### src/rtl/sw_debouncer_pkg.sv
// Shared types and constants for the switch/button debouncer.
// Auto-repeat behaviour is selected by the SW_DEBOUNCER_AUTO_REPEAT_EN macro.
package sw_debouncer_pkg;

   typedef enum logic [1:0] {
      IDLE_LO = 2'd0,
      WAIT_HI = 2'd1,
      IDLE_HI = 2'd2,
      WAIT_LO = 2'd3
   } state_t;

   localparam int DEBOUNCE_CYCLES_DEF = 500000;
   localparam int REPEAT_CYCLES_DEF   = 12500000;

   // Width able to hold 0..n-1, never less than one bit.
   function automatic int cnt_width(input int n);
      return (n < 2) ? 1 : $clog2(n);
   endfunction

endpackage

### src/rtl/debounce_ch.sv
// Single debounce channel: 2-flop synchronizer, debounce FSM with stability counter,
// registered level/rise/fall. Auto-repeat on rise when SW_DEBOUNCER_AUTO_REPEAT_EN is defined.
module debounce_ch
   import sw_debouncer_pkg::*;
#(
   parameter int DEBOUNCE_CYCLES = DEBOUNCE_CYCLES_DEF,
   parameter int REPEAT_CYCLES   = REPEAT_CYCLES_DEF
) (
   input  logic clock,
   input  logic reset,
   input  logic raw,
   output logic level,
   output logic rise,
   output logic fall
);

   localparam int            CW       = cnt_width(DEBOUNCE_CYCLES);
   localparam logic [CW-1:0] CNT_LAST = CW'(DEBOUNCE_CYCLES - 1);

   logic          s1, s;
   state_t        state, state_nxt;
   logic [CW-1:0] cnt, cnt_nxt;
   logic          level_nxt, rise_nxt, fall_nxt;

`ifdef SW_DEBOUNCER_AUTO_REPEAT_EN
   localparam int            RW       = cnt_width(REPEAT_CYCLES);
   localparam logic [RW-1:0] RPT_LAST = RW'(REPEAT_CYCLES - 1);

   logic [RW-1:0] rcnt, rcnt_nxt;
`else
   // The repeat period has no effect in this build.
   logic unused_repeat;
   assign unused_repeat = (REPEAT_CYCLES < 1);
`endif

   // NOTE: non-blocking assignments make s1 and s a true two-stage pipeline;
   // blocking ones would collapse them into a single flop.
   always_ff @(posedge clock) begin
      if (reset) begin
         s1 <= 1'b0;
         s  <= 1'b0;
      end else begin
         s1 <= raw;
         s  <= s1;
      end
   end

   always_ff @(posedge clock) begin
      if (reset) begin
         state <= IDLE_LO;
         cnt   <= '0;
         level <= 1'b0;
         rise  <= 1'b0;
         fall  <= 1'b0;
`ifdef SW_DEBOUNCER_AUTO_REPEAT_EN
         rcnt  <= '0;
`endif
      end else begin
         state <= state_nxt;
         cnt   <= cnt_nxt;
         level <= level_nxt;
         rise  <= rise_nxt;
         fall  <= fall_nxt;
`ifdef SW_DEBOUNCER_AUTO_REPEAT_EN
         rcnt  <= rcnt_nxt;
`endif
      end
   end

   // NOTE: every output of this block gets a default first so no path leaves
   // one unassigned, which would otherwise infer a latch.
   always_comb begin
      state_nxt = state;
      cnt_nxt   = cnt;
      level_nxt = level;
      rise_nxt  = 1'b0;
      fall_nxt  = 1'b0;
`ifdef SW_DEBOUNCER_AUTO_REPEAT_EN
      rcnt_nxt  = '0;
`endif
      case (state)
         IDLE_LO: begin
            if (s) begin
               state_nxt = WAIT_HI;
               cnt_nxt   = '0;
            end
         end
         WAIT_HI: begin
            if (!s) begin
               state_nxt = IDLE_LO;
               cnt_nxt   = '0;
            end else if (cnt == CNT_LAST) begin
               state_nxt = IDLE_HI;
               cnt_nxt   = '0;
               level_nxt = 1'b1;
               rise_nxt  = 1'b1;
            end else begin
               cnt_nxt = cnt + CW'(1);
            end
         end
         IDLE_HI: begin
            if (!s) begin
               state_nxt = WAIT_LO;
               cnt_nxt   = '0;
            end else begin
`ifdef SW_DEBOUNCER_AUTO_REPEAT_EN
               // Leaving takes priority over a repeat due on the same edge.
               if (rcnt == RPT_LAST) begin
                  rise_nxt = 1'b1;
                  rcnt_nxt = '0;
               end else begin
                  rcnt_nxt = rcnt + RW'(1);
               end
`endif
            end
         end
         WAIT_LO: begin
            if (s) begin
               state_nxt = IDLE_HI;
               cnt_nxt   = '0;
            end else if (cnt == CNT_LAST) begin
               state_nxt = IDLE_LO;
               cnt_nxt   = '0;
               level_nxt = 1'b0;
               fall_nxt  = 1'b1;
            end else begin
               cnt_nxt = cnt + CW'(1);
            end
         end
         default: begin
            state_nxt = IDLE_LO;
            cnt_nxt   = '0;
         end
      endcase
   end

endmodule

### src/rtl/sw_debouncer.sv
// Multi-channel switch/button conditioner: N_CH independent debounce channels.
// Optional auto-repeat on rise is enabled by defining SW_DEBOUNCER_AUTO_REPEAT_EN.
module sw_debouncer
   import sw_debouncer_pkg::*;
#(
   parameter int N_CH            = 3,
   parameter int DEBOUNCE_CYCLES = DEBOUNCE_CYCLES_DEF,
   parameter int REPEAT_CYCLES   = REPEAT_CYCLES_DEF
) (
   input  logic            clock,
   input  logic            reset,
   input  logic [N_CH-1:0] raw,
   output logic [N_CH-1:0] level,
   output logic [N_CH-1:0] rise,
   output logic [N_CH-1:0] fall
);

   for (genvar g = 0; g < N_CH; g++) begin : g_ch
      debounce_ch #(
         .DEBOUNCE_CYCLES (DEBOUNCE_CYCLES),
         .REPEAT_CYCLES   (REPEAT_CYCLES)
      ) u_ch (
         .clock (clock),
         .reset (reset),
         .raw   (raw[g]),
         .level (level[g]),
         .rise  (rise[g]),
         .fall  (fall[g])
      );
   end

endmodule

### config.mk
export PLATFORM = sky130hd
export DESIGN_NAME = sw_debouncer
export DESIGN_NICKNAME = d
export VERILOG_FILES = /design/src/rtl/sw_debouncer_pkg.sv /design/src/rtl/debounce_ch.sv /design/src/rtl/sw_debouncer.sv
export SDC_FILE = /design/constraint.sdc
export NUM_CORES = 1
export LEC_CHECK = 0
export CAP_MARGIN = 15
export CELL_PAD_IN_SITES_DETAIL_PLACEMENT = 0
export CELL_PAD_IN_SITES_GLOBAL_PLACEMENT = 1
export CORE_MARGIN = 2
export CORE_UTILIZATION = 45
export CTS_CLUSTER_SIZE = 30
export DETAILED_ROUTE_END_ITERATION = 8
export PLACE_DENSITY_LB_ADDON = 0.1
export SETUP_SLACK_MARGIN = 0.4
export SLEW_MARGIN = 25
export SYNTH_ARGS = -nofsm -noshare
export SYNTH_HDL_FRONTEND = slang
export SYNTH_SLANG_ARGS = --single-unit
### constraint.sdc
create_clock -name clock -period 2.15 [get_ports clock]
set_input_delay 0.5375 -clock clock [delete_from_list [all_inputs] [get_ports clock]]
set_output_delay 0.5375 -clock clock [all_outputs]
set_load 0.005 [all_outputs]
==> results.txt, run 1 <==
----------------------------------------------------
[Status]
  Result of the run ... finished, final reports clean

[Worst setup path]
  Critical-path maximum fanout ... 8
  Category of the most critical setup path ... flip-flop to flip-flop
  Required time of the worst setup path ... 2390 ps
  Arrival @ worst endpoint ... 2250 ps
  Kind of launch point of the worst setup path ... flip-flop
  Worst reg-to-reg setup slack ... 150 ps
  Nature of the critical path endpoint ... flip-flop

[Placed design]
  Total placed cells including tap cells ... 572
  IO buf count ... 13
  Post-detail-place hpwl ... 5743 um
  Final weighted congestion of routability-driven global placement ... 0.7801

[Timing]
  Final worst-path cycle share ... 93.21%
  Max-slew headroom at the worst pin ... 49.31%
  FMAX ... 499.0 MHz
  Maximum clock skew at final layout ... 8.602 ps
  Worst slew pin tran ... 753.4 ps
  Final setup fails ... 0
  Sum of negative setup slack ... 0 ps
  Clock period minus worst slack ... 2004 ps
  Unrepaired setup endpoints after global routing ... true
  Slew Viols, Final ... 0
  Smallest hold slack ... 438.8 ps
  Final Hold Violating Endpoints ... 0

[Global routing]
  Number of antenna violations at the first check in global routing ... 0
  Global-route wire length before repair ... 14960 um
  Total gr overflow ... 0
  Global router's overall resource usage ... 20.58%
  Largest net degree at the start of global routing ... 31
  Vias in the first global route ... 3271

[Route]
  Via count ... 3523
  Via-per-instance ratio ... 5.766
  Antenna Violating Nets Remaining ... 0
  DRC violations left ... 0
  DRT Pass-1 Iters ... 4
  Total length of routed wires ... 9234 um
  Initial DRC Count ... 92
  Detail-routed net length per standard cell ... 15.11 um

[Layout]
  Synth-to-Final Area Change ... 33.45%
  Filler-free cell count of the finished design ... 611
  Total area of multi-input combinational cells ... 2470 um2
  Top library cells by usage in the layout, fill and taps aside ... sky130_fd_sc_hd__dfxtp_1, sky130_fd_sc_hd__buf_4, sky130_fd_sc_hd__nand2_1
  Sequential standard cell area ... 1600 um2
  Final Core Density ... 62.14%
  Count of nets after finishing ... 509
  Most common library cell in the layout ignoring fill and taps ... sky130_fd_sc_hd__dfxtp_1
  Share of post-route cells with drive strength above 1 ... 33.99%
  Filler Cell Count ... 716
  Diodes inserted ... 0

[Logic synthesis]
  Yosys synthesis warning count ... 0
  Netlist area before placement ... 3845 um2
  Portion of the post-synthesis area used by sequential elements ... 40.61%
  Post-Syn Instances ... 450
  Post-synthesis area per instance ... 8.544 um2
  Flip-flop and latch count after synthesis ... 78
  Commonest register cell after synthesis ... sky130_fd_sc_hd__dfxtp_1
  Count of flip-flops with a built-in enable after synthesis ... 0
  Post-synthesis async set-or-reset flop share ... 0%
  Syn_nets ... 458
  Number of distinct library cells after synthesis ... 54

[Pwr]
  Combinational power share ... 4.7%
  Cell area power density ... 526.1 nW/um2
  Proportion of total power due to net switching ... 23.05%
  Sequential Power Share ... 54.3%
  Share of power burned in the clock network ... 40.9%
  Switching power total ... 0.0006223 W
  Total design power ... 0.002699 W
  Pleak ... 1.874 nW
  Cell Int Power ... 0.002077 W
  Worst supply voltage drop on vdd ... 0.3000 mV

[Clock network]
  Register clock-pin slew on the reported worst setup and hold paths ... 80 ps
  Number of buffers added by the clock tree synthesis step ... 9
  Clock Latency Late Sink ... 350 ps
  Clock Sinks ... 78
  Cts hold-fix bufs ... 0
  Number of levels in the clock H-tree ... 3
  Number of buffers on the longest clock path ... 2
  Root Buffer ... sky130_fd_sc_hd__clkbuf_8
  CTS tree ... done

[Floorplanning]
  Starting density of the core ... 46.56%
  Vertical extent of the die ... 96.44 um
  DIE WIDTH ... 96.44 um
  Core Box Area ... 8258 um2
  Overall die area ... 9300 um2
  Top-Level Pins ... 14
  Number of placement rows ... 33

[Flow run]
  Reported max-cap violation count ... 0

[Hold path]
  Class of the tightest hold or removal check ... flip-flop to flip-flop

----------------------------------------------------
## worst max-delay path, cell delays in order (launching register included)
cell	delay [ps]
sky130_fd_sc_hd__dfxtp_2	320
sky130_fd_sc_hd__or4b_4	550
sky130_fd_sc_hd__nor4_4	320
sky130_fd_sc_hd__a211oi_2	150
sky130_fd_sc_hd__clkbuf_16	180
sky130_fd_sc_hd__and3_4	140
sky130_fd_sc_hd__a221o_1	250
## logic make-up (layout without fill, tap and decap cells)
family                   after synthesis  in the layout  synth area share [%]
buffers and inverters                 40             96                 5.825
multiplexers                          14             14                 3.645
XOR/XNOR                               9              9                 2.050
flip-flops                            78             78                 40.61
adder cells (fa/ha/maj)                3              3                0.9763
AND/OR/NAND/NOR                      205            205                 30.10
AO/OA/AOI/OAI                        101            101                 16.79
## layout make-up
class	count	share of cell area [%]
Multi-Input combinational cell	332	48.13
Clock buffer	10	2.682
Timing Repair Buffer	72	13.66
Sequential cell	78	31.19
Clock inverter	6	1.195
Inverter	8	0.5852
Tap cell	105	2.560
## state kept, by name, indices dropped and copies added (netlist names), named ones only
register,count
g_ch.u_ch.s,3
g_ch.u_ch.fall,3
g_ch.u_ch.level,3
g_ch.u_ch.rise,3
g_ch.u_ch.s1,3
g_ch.u_ch.cnt,57
g_ch.u_ch.state,3
## final timing paths
path / from / endpoint / cells after the start
setup / recovery: g_ch[0].u_ch.cnt[11]$_SDFFE_PP0P_ / g_ch[0].u_ch.cnt[18]$_SDFFE_PP0P_ / 6
hold / removal: g_ch[2].u_ch.s1$_SDFF_PP0_ / g_ch[2].u_ch.s$_SDFF_PP0_ / 1
setup reg to reg: g_ch[0].u_ch.cnt[11]$_SDFFE_PP0P_ / g_ch[0].u_ch.cnt[18]$_SDFFE_PP0P_ / 6
hold reg to reg: g_ch[2].u_ch.s1$_SDFF_PP0_ / g_ch[2].u_ch.s$_SDFF_PP0_ / 1
## power groups by stage
stage | combinational, W | sequential (W) | clock, W
4_1_cts | 0.000125 | 0.00147 | 0.00114
6_report | 0.000128 | 0.00147 | 0.00110
3_5_place_dp | 0.000116 | 0.00150 | 0
2_1_floorplan | 0.0000702 | 0.00150 | 0
5_1_grt | 0.000140 | 0.00147 | 0.00121
3_3_place_gp | 0.000114 | 0.00150 | 0
## per-layer routing
| metal | GRT usage (%) | vias to the layer above | share of wire (%) |
|---|---|---|---|
| met5 | 0 | - | 0 |
| met4 | 7.042 | 0 | 1.1 |
| met3 | 4.965 | 8 | 2.7 |
| met2 | 33.74 | 51 | 49 |
| met1 | 26.53 | 1696 | 47 |
| li1 | - | 1768 | - |
## cell usage after synthesis, drive strengths merged (4+ instances only)
cell,count,share of area (%)
and4,6,1.4
nor3,8,1.2
o21ai,12,1.6
nand2b,9,1.5
nor2,28,2.7
clkbuf,11,1.1
nand2,43,4.2
a21oi,31,4.0
a22o,7,1.6
nor4b,4,1.1
inv,8,0.78
nand4,18,2.9
nor4,10,2.3
xnor2,4,0.91
xor2,5,1.1
or3,6,0.98
nand3,33,4.3
nor2b,11,1.8
a41oi,4,0.91
buf,21,4.0
mux2i,14,3.6
and3,8,1.4
dfxtp,78,41
a31oi,30,4.9
## through the flow
| stage | area, um2 | setup WS (ps) |
|---|---|---|
| after floorplan | 3911 | 323.8 |
| after global placement | 4263 | 54.44 |
| after detailed placement | 4263 | 7.391 |
| after CTS | 4753 | 142.1 |
| after global routing | 5131 | 84.30 |
| final | 5131 | 145.9 |
## repair_timing
action / CTS / global route
resized for setup: 55 / 55
setup endpoints to repair: 51 / 70
pin swaps: 26 / 17
cloned: 3 / 3
buffers inserted: 7 / 10
(Power assumes the default switching activity.)
==> run 2, diff against run 1 <==
--- a/config.mk
+++ b/config.mk
@@ -9,7 +9,7 @@
 export CELL_PAD_IN_SITES_DETAIL_PLACEMENT = 0
 export CELL_PAD_IN_SITES_GLOBAL_PLACEMENT = 1
 export CORE_MARGIN = 2
-export CORE_UTILIZATION = 45
+export CORE_UTILIZATION = 46
 export CTS_CLUSTER_SIZE = 30
 export DETAILED_ROUTE_END_ITERATION = 8
 export PLACE_DENSITY_LB_ADDON = 0.1
==> run 2 against run 1 <==
Combinational power barely moved; non-clock buffer count rose by 1; fmax increased by 4.2%; register-to-register slack better by 80 ps; clock skew increased by 6.1 ps; critical endpoint is now g_ch[0].u_ch.cnt[16]$_SDFFE_PP0P_; largest cell class unchanged; highest routed layer unchanged.
==> results.txt, run 2 (same netlist as run 1, synthesis figures left out) <==
----------------------------------------------------
[Layout]
  Share of post-route cells with drive strength above 1 ... 31.76% (was 33.99%)
  Synth-to-Final Area Change ... 29.97% (was 33.45%)
  Most common library cell in the layout ignoring fill and taps ... sky130_fd_sc_hd__dfxtp_1 (unchanged)
  Top library cells by usage in the layout, fill and taps aside ... sky130_fd_sc_hd__dfxtp_1, sky130_fd_sc_hd__buf_4, sky130_fd_sc_hd__nand2_1 (unchanged)
  Number of flip-flops under the largest register name ... 57 (unchanged)
  Final Core Density ... 61.13% (was 62.14%)
  Diodes inserted ... 0 (unchanged)
  Largest Register ... g_ch.u_ch.cnt (unchanged)
  Count of nets after finishing ... 510 (was 509)

[Timing]
  FMAX ... 519.8 MHz (was 499.0 MHz)
  Max-slew headroom at the worst pin ... 69.04% (was 49.31%)
  Final Hold Violating Endpoints ... 0 (unchanged)
  Final setup fails ... 0 (unchanged)
  Worst slew pin tran ... 462.7 ps (was 753.4 ps)
  Sum of negative setup slack ... 0 ps (unchanged)
  Clock period minus worst slack ... 1924 ps (was 2004 ps)
  Maximum clock skew at final layout ... 14.74 ps (was 8.602 ps)
  Final worst-path cycle share ... 89.49% (was 93.21%)
  Unrepaired setup endpoints after global routing ... true (unchanged)
  Slew Viols, Final ... 0 (unchanged)

[Pwr]
  Cell Int Power ... 0.001959 W (was 0.002077 W)
  Combinational power share ... 4.9% (was 4.7%)
  Cell area power density ... 530.9 nW/um2 (was 526.1 nW/um2)
  Share of power burned in the clock network ... 39.9% (was 40.9%)
  Worst supply voltage drop on vdd ... 0.3176 mV (was 0.3000 mV)
  Pleak ... 1.862 nW (was 1.874 nW)
  Switching power total ... 0.0006947 W (was 0.0006223 W)
  Proportion of total power due to net switching ... 26.18% (was 23.05%)
  Sequential Power Share ... 55.2% (was 54.3%)

[Global routing]
  Global router's overall resource usage ... 20.76% (was 20.58%)
  Total gr overflow ... 0 (unchanged)
  Vias in the first global route ... 3285 (was 3271)
  Global-route wire length before repair ... 15000 um (was 14960 um)
  Number of antenna violations at the first check in global routing ... 0 (unchanged)
  Largest net degree at the start of global routing ... 19 (was 31)

[Clock network]
  Clock Latency Late Sink ... 360 ps (was 350 ps)
  Cts hold-fix bufs ... 0 (unchanged)
  Root Buffer ... sky130_fd_sc_hd__clkbuf_8 (unchanged)
  Register clock-pin slew on the reported worst setup and hold paths ... 90 ps (was 80 ps)
  Number of buffers on the longest clock path ... 2 (unchanged)
  CTS tree ... done (unchanged)
  Clock Sinks ... 78 (unchanged)
  Number of levels in the clock H-tree ... 3 (unchanged)
  Number of buffers added by the clock tree synthesis step ... 9 (unchanged)

[Route]
  Top routing layer in use ... met4 (unchanged)
  Detailed-routed wire length on met3 ... 235 um (was 250 um)
  Initial DRC Count ... 145 (was 92)
  Via-per-instance ratio ... 5.675 (was 5.766)
  Routed length on met2 ... 4199 um (was 4553 um)
  Detail-routed net length per standard cell ... 14.65 um (was 15.11 um)
  Total length of routed wires ... 8966 um (was 9234 um)
  DRT Pass-1 Iters ... 4 (unchanged)
  Metal1 wirelength ... 4419 um (was 4330 um)
  DRC violations left ... 0 (unchanged)
  Antenna Violating Nets Remaining ... 0 (unchanged)
  Via count ... 3473 (was 3523)

[Worst setup path]
  Nature of the critical path endpoint ... flip-flop (unchanged)
  Cells along the critical path ... or4b_4, nor4_4, a211oi_2, buf_6, buf_4, a41oi_2, a31oi_1 (was or4b_4, nor4_4, a211oi_2, clkbuf_16, and3_4, a221o_1)
  Arrival @ worst endpoint ... 2160 ps (was 2250 ps)
  Critical-path maximum fanout ... 6 (was 8)
  Required time of the worst setup path ... 2390 ps (about the same)
  Delay contributed by the slowest stage of the critical path ... 550 ps (about the same)
  Number of buffer and inverter stages on the critical path ... 2 (was 1)
  Slowest stage cell, crit path ... sky130_fd_sc_hd__or4b_4 (unchanged)
  Kind of launch point of the worst setup path ... flip-flop (unchanged)
  Category of the most critical setup path ... flip-flop to flip-flop (unchanged)
  Family of cells with the greatest summed delay on the critical path ... simple AND/OR/NAND/NOR gates (unchanged)

[Floorplanning]
  Overall die area ... 9106 um2 (was 9300 um2)
  Starting density of the core ... 47.03% (was 46.56%)
  Vertical extent of the die ... 95.43 um (was 96.44 um)
  Core Box Area ... 8175 um2 (was 8258 um2)
  Number of placement rows ... 33 (unchanged)
  DIE WIDTH ... 95.43 um (was 96.44 um)
  Top-Level Pins ... 14 (unchanged)

[Placed design]
  Post-detail-place hpwl ... 5838 um (was 5743 um)
  IO buf count ... 13 (unchanged)
  Final weighted congestion of routability-driven global placement ... 0.8094 (was 0.7801)

[Status]
  Result of the run ... finished, final reports clean (unchanged)

[Flow run]
  Reported max-cap violation count ... 0 (unchanged)

[Hold path]
  Class of the tightest hold or removal check ... flip-flop to flip-flop (unchanged)

----------------------------------------------------
[run 2: changes by cell type in the layout (fill, tap and decap cells not counted), sizes merged]
cell    before  now
bufbuf       1    0
bufinv       1    0
buf         55   60
inv          8   13
clkbuf      13    9
clkinv       4    1
[run 2: layer usage]
metal,vias to the layer above,track usage [%]
met2,42,33.63
met5,-,0
met4,0,7.381
met1,1653,28.18
li1,1768,-
met3,10,3.083
[run 2: metrics by stage]
step	instances	hold WS [ps]	setup slack (ps)	total power [W]	instance area, um2
after global placement	573	420.1	111.9	0.001616	4258
after detailed placement	573	428.9	72.11	0.001618	4258
final	612	443.6	226.0	0.002653	4997
after floorplan	450	413.8	323.8	0.001569	3911
after global routing	612	461.1	170.4	0.002764	4997
after CTS	604	453.2	188.8	0.002689	4755
[run 2: layout make-up]
cell class	instances	area, um2
Inverter	8	30.03
Tap cell	105	131.4
Clock buffer	9	123.9
Sequential cell	78	1604
Timing Repair Buffer	73	658.1
Clock inverter	7	62.56
Fill cell	702	3178
Multi-Input combinational cell	332	2387
[run 2: worst register-to-register path, delay by kind of cell, from the launching register on]
kind | cells | cell delay, ps
and+or+nand+nor | 2 | 850
AOI/OAI and AO/OA | 3 | 340
DFF | 1 | 330
buffers and inverters | 2 | 300
[run 2: repair_timing]
item | in CTS | in global routing
setup buffers | 13 | 7
endpoints found under the setup margin | 46 | 68
cloned | 2 | 1
pin swaps | 20 | 28
gates resized for setup | 57 | 50
[run 2: worst paths after layout]
path | startpoint | to | slack, ps | cells after the start
setup / recovery | g_ch[0].u_ch.cnt[5]$_SDFFE_PP0P_ | g_ch[0].u_ch.cnt[16]$_SDFFE_PP0P_ | 230 | 7
hold / removal | g_ch[1].u_ch.s1$_SDFF_PP0_ | g_ch[1].u_ch.s$_SDFF_PP0_ | 440 | 1
setup reg to reg | g_ch[0].u_ch.cnt[5]$_SDFFE_PP0P_ | g_ch[0].u_ch.cnt[16]$_SDFFE_PP0P_ | 230 | 7
hold reg to reg | g_ch[1].u_ch.s1$_SDFF_PP0_ | g_ch[1].u_ch.s$_SDFF_PP0_ | 440 | 1
[run 2: power by group through the flow]
stage	Sequential, W	Clock [W]	Combinational, W
6_report	0.00146	0.00106	0.000129
5_1_grt	0.00147	0.00115	0.000141
4_1_cts	0.00147	0.00109	0.000127
3_5_place_dp	0.00150	0	0.000115
3_3_place_gp	0.00150	0	0.000114
2_1_floorplan	0.00150	0	0.0000702
